[config.mk]
export PLATFORM = sky130hd
export DESIGN_NAME = uop_queue
export DESIGN_NICKNAME = d
export VERILOG_FILES = /design/src/rtl/backend_pkg.sv /design/src/rtl/uop_fifo_mem.sv /design/src/rtl/uop_queue.sv
export SDC_FILE = /design/constraint.sdc
export NUM_CORES = 1
export LEC_CHECK = 0
export BUFFER_PORTS_ARGS = -buffer_cell sky130_fd_sc_hd__buf_2
export CORE_AREA = 2 2 223 225
export CTS_CLUSTER_SIZE = 20
export DETAILED_ROUTE_END_ITERATION = 16
export DIE_AREA = 0 0 225 227
export PLACE_DENSITY = 0.85
export SLEW_MARGIN = 40
export SYNTH_ARGS = -nofsm -noshare
export SYNTH_HDL_FRONTEND = slang
export SYNTH_SLANG_ARGS = --single-unit
[constraint.sdc]
create_clock -name clk -period 8.35 [get_ports clk]
set_input_delay 1.67 -clock clk [delete_from_list [all_inputs] [get_ports clk]]
set_output_delay 1.67 -clock clk [all_outputs]
set_load 0.01 [all_outputs]
[src/rtl/backend_pkg.sv]
// Shared types for the decoder-to-backend micro-op path.
//   UOP_W       : width of the uop encoding field (128 encodings)
//   AREG_W      : width of an architectural register index (16 registers)
//   IMM_W       : immediate width
//   uop_entry_t : one buffered micro-op, in the field order the backend consumes
package backend_pkg;

  localparam int unsigned UOP_W  = $clog2(128);
  localparam int unsigned AREG_W = $clog2(16);
  localparam int unsigned IMM_W  = 32;

  typedef struct packed {
    logic [UOP_W-1:0]  uop;
    logic              eoi;
    logic [IMM_W-1:0]  imm;
    logic              use_imm;
    logic [31:0]       pc;
    logic              except;
    logic [AREG_W-1:0] src1_arch;
    logic [AREG_W-1:0] src2_arch;
    logic [AREG_W-1:0] dest_arch;
  } uop_entry_t;

endpackage

[src/rtl/uop_fifo_mem.sv]
// Storage array for uop_queue: DEPTH entries of uop_entry_t.
// One synchronous write port, one asynchronous read port, no reset.
//   clk   : clock
//   we    : write enable
//   waddr : write index
//   wdata : entry to write
//   raddr : read index
//   rdata : entry at raddr (combinational)
import backend_pkg::*;

module uop_fifo_mem #(
  parameter int unsigned DEPTH = 8,
  localparam int unsigned AW   = $clog2(DEPTH)
) (
  input  logic          clk,
  input  logic          we,
  input  logic [AW-1:0] waddr,
  input  uop_entry_t    wdata,
  input  logic [AW-1:0] raddr,
  output uop_entry_t    rdata
);

  uop_entry_t mem [DEPTH];

  always_ff @(posedge clk) begin
    if (we) mem[waddr] <= wdata;
  end

  assign rdata = mem[raddr];

endmodule

[src/rtl/uop_queue.sv]
// Decoupling FIFO between the decoder and the backend.
// Accepts decoded uops on a valid/ready handshake, buffers up to DEPTH
// entries and presents the head entry to the backend, which pops with
// be_ready. flush discards everything at the next edge.
//   clk, rst (async, active-low), flush
//   dec_valid/dec_ready + dec_* : incoming entry
//   be_ready                    : backend pops the head
//   uop_ready + head fields     : head entry (fields zero while empty)
//   count                       : occupancy 0..DEPTH
//   insn_count                  : buffered entries with eoi set
import backend_pkg::*;

module uop_queue #(
  parameter int unsigned NUM_UOPS      = 128,
  parameter int unsigned XLEN          = 32,
  parameter int unsigned ARCHFILE_SIZE = 16,
  parameter int unsigned DEPTH         = 8
) (
  input  logic                             clk,
  input  logic                             rst,
  input  logic                             flush,
  input  logic                             dec_valid,
  output logic                             dec_ready,
  input  logic [$clog2(NUM_UOPS)-1:0]      dec_uop,
  input  logic                             dec_eoi,
  input  logic [XLEN-1:0]                  dec_imm,
  input  logic                             dec_use_imm,
  input  logic [31:0]                      dec_pc,
  input  logic                             dec_except,
  input  logic [$clog2(ARCHFILE_SIZE)-1:0] dec_src1_arch,
  input  logic [$clog2(ARCHFILE_SIZE)-1:0] dec_src2_arch,
  input  logic [$clog2(ARCHFILE_SIZE)-1:0] dec_dest_arch,
  input  logic                             be_ready,
  output logic                             uop_ready,
  output logic [$clog2(NUM_UOPS)-1:0]      uop,
  output logic                             eoi,
  output logic [XLEN-1:0]                  imm,
  output logic                             use_imm,
  output logic [31:0]                      pc,
  output logic                             except,
  output logic [$clog2(ARCHFILE_SIZE)-1:0] src1_arch,
  output logic [$clog2(ARCHFILE_SIZE)-1:0] src2_arch,
  output logic [$clog2(ARCHFILE_SIZE)-1:0] dest_arch,
  output logic [$clog2(DEPTH):0]           count,
  output logic [$clog2(DEPTH):0]           insn_count
);

  localparam int unsigned AW = $clog2(DEPTH);
  localparam int unsigned CW = $clog2(DEPTH) + 1;

  logic [AW-1:0] head_q, tail_q;
  logic [CW-1:0] count_q, insn_q;
  logic          push, pop;
  uop_entry_t    wr_entry, rd_entry, head_entry;

  always_comb begin
    wr_entry           = '0;
    wr_entry.uop       = dec_uop;
    wr_entry.eoi       = dec_eoi;
    wr_entry.imm       = dec_imm;
    wr_entry.use_imm   = dec_use_imm;
    wr_entry.pc        = dec_pc;
    wr_entry.except    = dec_except;
    wr_entry.src1_arch = dec_src1_arch;
    wr_entry.src2_arch = dec_src2_arch;
    wr_entry.dest_arch = dec_dest_arch;
  end

  // dec_ready deliberately ignores be_ready: a full queue never accepts,
  // even when the head is popped in the same cycle.
  assign dec_ready = (count_q != CW'(DEPTH)) && !flush;
  assign uop_ready = (count_q != '0);
  assign push      = dec_valid && dec_ready;
  assign pop       = uop_ready && be_ready && !flush;

  uop_fifo_mem #(.DEPTH(DEPTH)) u_mem (
    .clk   (clk),
    .we    (push),
    .waddr (tail_q),
    .wdata (wr_entry),
    .raddr (head_q),
    .rdata (rd_entry)
  );

  always_ff @(posedge clk or negedge rst) begin
    if (!rst) begin
      head_q  <= '0;
      tail_q  <= '0;
      count_q <= '0;
      insn_q  <= '0;
    end else if (flush) begin
      head_q  <= '0;
      tail_q  <= '0;
      count_q <= '0;
      insn_q  <= '0;
    end else begin
      if (push) tail_q <= tail_q + AW'(1);
      if (pop)  head_q <= head_q + AW'(1);
      count_q <= count_q + CW'(push) - CW'(pop);
      insn_q  <= insn_q + CW'(push && dec_eoi) - CW'(pop && rd_entry.eoi);
    end
  end

  // Storage is not reset, so stale contents are masked while empty.
  assign head_entry = uop_ready ? rd_entry : '0;

  assign uop        = head_entry.uop;
  assign eoi        = head_entry.eoi;
  assign imm        = head_entry.imm;
  assign use_imm    = head_entry.use_imm;
  assign pc         = head_entry.pc;
  assign except     = head_entry.except;
  assign src1_arch  = head_entry.src1_arch;
  assign src2_arch  = head_entry.src2_arch;
  assign dest_arch  = head_entry.dest_arch;
  assign count      = count_q;
  assign insn_count = insn_q;

endmodule

==> flow_summary_export.csv, run 1 <==
group,metric,value,unit
worst_setup_path,crit_family,"buffers and inverters",
clocking,hold_buffers,0,
route,drt_first_iter_violations,1253,
timing,setup_tns,0,ns
placement,dp_slack,3.65,ns
pwr,finalPower,8910,uW
timing,clock.fmax,202,MHz
global_routing,track_usage,21.2,%
worst_setup_path,cp_slowest_cell,"buf_4",
clocking,clk_pin_slew,0.06,ns
logic_synthesis,netlist_instances,1115,
global_routing,antenna_found_initial,8,
clocking,post_cts_buffers,0,
timing,slew_violations,0,
timing,setup_ws,3.39,ns
die,fp.dieArea,51100,sq um
placement,placed_cell_area,28300,sq um
global_routing,first_global_vias,13045,
clocking,htreeDepth,3,
route,vias,12478,
die,num_rows,81,
global_routing,global_route.usage.met1,28.9,%
job,maxCapViolations,0,
layout,seqCellArea,21000,sq um
placement,port_buffers,186,
layout,final_cell_mix,"edfxtp_1, buf_2, mux4_2",
logic_synthesis,yosys_warnings,0,
clocking,clk_latency,0.58,ns
timing,hold-worst-slack,0.633,ns
global_routing,grt_use_met2,34.8,%
route,drtPass1Iterations,7,
worst_setup_path,arrival,3.29,ns
route,wl_per_cell,26.6,microns
timing,slew_headroom,43.4,%
worst_setup_path,cp-start-kind,"flop",
route,post-route-drc-count,0,
route,drtAntennaViolNets,0,
min_path,min_path_type,"flop to flop",
clocking,cts_resized,0,
logic_synthesis,synth-seq-area-share,78.9,%
logic_synthesis,synth_cell_type_count,37,
die,core,48500,sq um
layout,nFillCells,3116,
clocking,numClockSinks,702,
global_routing,overflow,0,
timing,worstMarginPinSlew,0.849,ns
layout,drive_above_1_share,35.8,%
global_routing,grt_max_degree,138,
logic_synthesis,ys_ff_latch,702,
route,viasPerCell,6.22,
worst_setup_path,reg2reg_slack,4.60,ns
die,die_h,227,microns
layout,fin_nets,1440,
worst_setup_path,worst-setup-path-type,"flop to output port",
global_routing,use_met3,5.16,%
layout,syn_to_final_growth,14.5,%
logic_synthesis,synth-edff-count,688,
pwr,ir_drop,0.245,mV
placement,place_congestion,0.715,
layout,multi_input_area,5300,sq um
global_routing,busiest_layer,"met2",
timing,finalCritPeriodShare,59.4,%
clocking,tritoncts,"yes",
clocking,clockRootBuffer,"clkbuf_16",
timing,setup_viol,0,
logic_synthesis,avgSynthCellArea,23.9,sq um
layout,final_common_cell,"edfxtp_1",
clocking,clock_path_buffers,3,
pwr,leakagePower,0.00999,uW
timing,clock_skew,0.0188,ns
worst_setup_path,critPathCaptureType,"output port",
logic_synthesis,netlist_area,26600,sq um
worst_setup_path,crit_chain,"inv_1, ha_1, nor3b_4, inv_2, and2_4, buf_4, a22o_1, buf_2",
die,ios,187,
global_routing,grt_pass1_wl,79000,microns
timing,finalCriticalPeriod,4.96,ns
logic_synthesis,synthFlopType,"edfxtp_1",
worst_setup_path,cp_data_required_time,6.68,ns
timing,finalHoldViolCount,0,
die,die_w,225,microns
worst_setup_path,max_stage_delay,0.78,ns
clocking,numCtsBuffers,68,
logic_synthesis,syn-num-nets,1220,
placement,dpl.hpwl,27700,microns
logic_synthesis,ys_async_sr_fraction,1.99,%
run_status,status,"completed",
worst_setup_path,crit_fanout,55,
route,routed_wl,53300,microns
pwr,powerDensity,292,nW/um^2
layout,final_cell_area,30500,sq um
timing,rsz0062_at_grt,"false",
worst_setup_path,critPathBufInv,4,
die,start_util,54.8,%
[report_power, final]
part           leakage, uW  switching, uW  internal [uW]  total, uW
Sequential         0.00640           77.3           3990       4060
Clock              0.00105           1230           1730       2960
Combinational      0.00255            995            894       1890
Total              0.00999           2300           6610       8910
[sequential cells by signal (all words and copies together), names as in the netlist]
| signal | flops |
|---|---|
| u_mem.mem | 688 |
| count | 4 |
| insn_count | 4 |
| head_q | 3 |
| tail_q | 3 |
[area by class of cell]
cell class                      count  area share [%]
Sequential cell                   702            69.0
Antenna cell                        2          0.0164
Tap cell                          622            2.55
Inverter                           12           0.148
Timing Repair Buffer              210            3.93
Clock inverter                     37            1.20
Multi-Input combinational cell    341            17.4
Clock buffer                       80            5.80
[tightest hold or removal path, stage by stage (launching register included)]
cell	delay (ns)
dfrtp_1	0.36
xor2_1	0.09
nand2b_1	0.06
o21ai_0	0.07
[worst paths after layout]
path                                from       endpoint  depth (start not counted)
max                             count[2]   src1_arch[3]                          8
min                        insn_count[3]  insn_count[3]                          3
max reg2reg                    head_q[1]  insn_count[3]                         10
min reg2reg                insn_count[3]  insn_count[3]                          3
max in group asynchronous            rst      head_q[0]                          1
min in group asynchronous            rst       count[3]                          1
[per-layer routing]
layer / up-vias / wire length, microns
li1: 5229 / -
met1: 6630 / 21400
met2: 509 / 26900
met3: 96 / 3910
met4: 14 / 1010
met5: - / 94
[through the flow]
stage | instances | util [%]
finish | 2006 | 62.8
global route | 2005 | 62.8
floorplan | 1115 | -
detailed placement | 1887 | 58.4
global placement | 1884 | 58.2
CTS | 2004 | 62.7
[Yosys cell counts, types with 3 or more instances]
| cell | number | share of area, % |
|---|---|---|
| edfxtp_1 | 688 | 78 |
| mux4_2 | 170 | 14 |
| a22o_1 | 85 | 2.8 |
| buf_2 | 18 | 0.34 |
| clkbuf_1 | 17 | 0.24 |
| dfrtp_1 | 14 | 1.3 |
| nor2_1 | 13 | 0.18 |
| ha_1 | 12 | 0.56 |
| buf_1 | 11 | 0.16 |
| inv_1 | 11 | 0.16 |
| buf_6 | 10 | 0.42 |
| nor2b_1 | 8 | 0.19 |
| a21oi_1 | 6 | 0.11 |
| mux2_2 | 6 | 0.25 |
| nand3_1 | 5 | 0.094 |
| o21ai_0 | 5 | 0.094 |
| buf_4 | 4 | 0.11 |
| nand2b_1 | 4 | 0.094 |
| nand2_1 | 3 | 0.042 |
| nor3_1 | 3 | 0.056 |
[cells by family (layout without fill, tap and decap cells)]
kind of cell / Yosys count / in the layout / share of synthesized area, %
buf+inv: 72 / 339 / 1.44
fa+ha+maj: 14 / 14 / 0.715
xor+xnor: 3 / 3 / 0.0987
simple gates: 47 / 47 / 1.02
flops: 702 / 702 / 78.9
other cells: 0 / 2 / 0
mux: 176 / 176 / 14.6
compound gates: 101 / 101 / 3.16
Note: power is estimated with default switching activity, not from simulation.
==> inputs of run 2 (changes only) <==
--- a/config.mk
+++ b/config.mk
@@ -6,11 +6,11 @@
 export NUM_CORES = 1
 export LEC_CHECK = 0
 export BUFFER_PORTS_ARGS = -buffer_cell sky130_fd_sc_hd__buf_2
-export CORE_AREA = 2 2 223 225
+export CORE_AREA = 2 2 226 228
 export CTS_CLUSTER_SIZE = 20
 export DETAILED_ROUTE_END_ITERATION = 16
-export DIE_AREA = 0 0 225 227
-export PLACE_DENSITY = 0.85
+export DIE_AREA = 0 0 228 230
+export PLACE_DENSITY = 0.87
 export SLEW_MARGIN = 40
 export SYNTH_ARGS = -nofsm -noshare
 export SYNTH_HDL_FRONTEND = slang
==> constraint.sdc (replaced) <==
create_clock -name clk -period 4.55 [get_ports clk]
set_input_delay 0.91 -clock clk [delete_from_list [all_inputs] [get_ports clk]]
set_output_delay 0.91 -clock clk [all_outputs]
set_load 0.01 [all_outputs]
==> run 2 against run 1 <==
First-iteration DRC count is 25% lower. Setup slack worse by 2.7 ns. Sequential share of layout area is 0.62 points lower. Count of clock-buffer cells in the layout is 12 higher. Critical path depth stayed put. Via count is 0.85% higher. Flip-flop and latch count stayed put. Non-clock buffer count is 12 higher. Global-route usage is 0.13 points lower. Total power is 83% higher. Core utilization is 1.1 points lower.
==> flow_summary_export.csv, run 2 (synthesis results as in run 1) <==
group,metric,value,unit
worst_setup_path,cp-startpoint,"count[2]",
global_routing,grt_max_degree,87,
clocking,post_cts_buffers,0,
die,die_w,228,microns
route,drtAntennaViolNets,0,
layout,largest_reg_flops,688,
worst_setup_path,worst-setup-path-type,"flop to output port",
timing,finalCritPeriodShare,85.0,%
placement,port_buffers,186,
die,ios,187,
pwr,finalPower,16300,uW
global_routing,first_global_vias,13420,
timing,hold-worst-slack,0.203,ns
timing,setup_tns,0,ns
route,routed_wl,54200,microns
die,num_rows,82,
clocking,numCtsBuffers,69,
global_routing,antenna_found_initial,6,
placement,dp_slack,1.34,ns
die,core,49900,sq um
layout,final_cell_mix,"edfxtp_1, buf_2, mux4_2",
worst_setup_path,cp_data_required_time,3.64,ns
clocking,numClockSinks,702,
job,maxCapViolations,0,
route,drt_first_iter_violations,938,
placement,placed_cell_area,28600,sq um
clocking,hold_buffers,0,
timing,slew_violations,0,
route,post-route-drc-count,0,
worst_setup_path,critPathBufInv,4,
layout,final_common_cell,"edfxtp_1",
min_path,min_path_type,"input pin to asynchronous set/reset pin",
layout,syn_to_final_growth,15.5,%
timing,clock.fmax,259,MHz
timing,setup_ws,0.682,ns
timing,clock_skew,0.0129,ns
pwr,powerDensity,530,nW/um^2
global_routing,overflow,0,
worst_setup_path,cp_slowest_cell,"and2_4",
clocking,cts_resized,0,
route,drtPass1Iterations,5,
clocking,clockRootBuffer,"clkbuf_16",
placement,place_congestion,0.725,
clocking,clk_latency,0.60,ns
timing,finalHoldViolCount,0,
worst_setup_path,arrival,2.96,ns
worst_setup_path,cp-start-kind,"flop",
worst_setup_path,critPathCaptureType,"output port",
clocking,tritoncts,"yes",
placement,dpl.hpwl,27900,microns
timing,slew_headroom,44.4,%
layout,final_cell_area,30800,sq um
global_routing,grt_pass1_wl,81600,microns
die,start_util,53.4,%
route,viasPerCell,6.06,
worst_setup_path,reg2reg_from,"head_q[0]",
worst_setup_path,reg2reg_slack,1.34,ns
timing,setup_viol,0,
die,fp.dieArea,52400,sq um
global_routing,track_usage,21.0,%
clocking,clk_pin_slew,0.06,ns
worst_setup_path,max_stage_delay,0.69,ns
layout,fin_nets,1453,
layout,drive_above_1_share,35.8,%
timing,finalCriticalPeriod,3.87,ns
pwr,leakagePower,0.0101,uW
timing,rsz0062_at_grt,"false",
route,vias,12584,
run_status,status,"completed",
worst_setup_path,crit_chain,"inv_1, ha_1, nor3b_4, inv_2, and2_4, buf_4, a22o_1, buf_2",
clocking,clock_path_buffers,3,
clocking,htreeDepth,3,
timing,worstMarginPinSlew,0.834,ns
pwr,ir_drop,0.392,mV
route,wl_per_cell,26.1,microns
die,die_h,230,microns
worst_setup_path,crit_family,"simple AND/OR/NAND/NOR gates",
worst_setup_path,crit_fanout,45,
layout,top_register,"u_mem.mem",
[run 2: cell count changes in the layout (fill, tap and decap cells not counted), moves of 5 or more]
cell and change:
buf_12 +17, clkbuf_1 +9, buf_6 -6, bufinv_16 -5
[run 2: area by class of cell]
type,count,area [sq um]
Sequential cell,702,21000
Fill cell,3348,19100
Multi-Input combinational cell,341,5300
Clock buffer,92,1880
Timing Repair Buffer,222,1450
Tap cell,672,841
Clock inverter,32,216
Inverter,12,45.0
Antenna cell,3,7.51
[run 2: routing by layer]
metal / routed length, microns / vias to the layer above / global-route usage [%]
met5: 38 / - / 0
met4: 1110 / 8 / 6.84
met3: 4040 / 98 / 4.96
met2: 27700 / 534 / 35.2
met1: 21400 / 6676 / 27.6
li1: - / 5268 / -
[run 2: path summary, 6_finish.rpt]
path,end,depth (start not counted)
min in group clk,u_mem.mem[6][64],1
max in group asynchronous,head_q[1],1
hold / removal,count[2],1
setup reg to reg,insn_count[2],10
hold reg to reg,insn_count[3],3
setup / recovery,pc[1],8
[run 2: power breakdown]
group,switching [uW],internal [uW],leakage [uW]
sequential,113,7320,0.00640
clock,2270,3020,0.00102
combinational,1880,1710,0.00265
[run 2: per-stage QoR]
step / std cells / utilization (%)
6_report: 2076 / 61.7
5_1_grt: 2073 / 61.7
4_1_cts: 2072 / 61.6
3_5_place_dp: 1948 / 57.4
3_3_place_gp: 1946 / 57.3
2_1_floorplan: 1115 / -
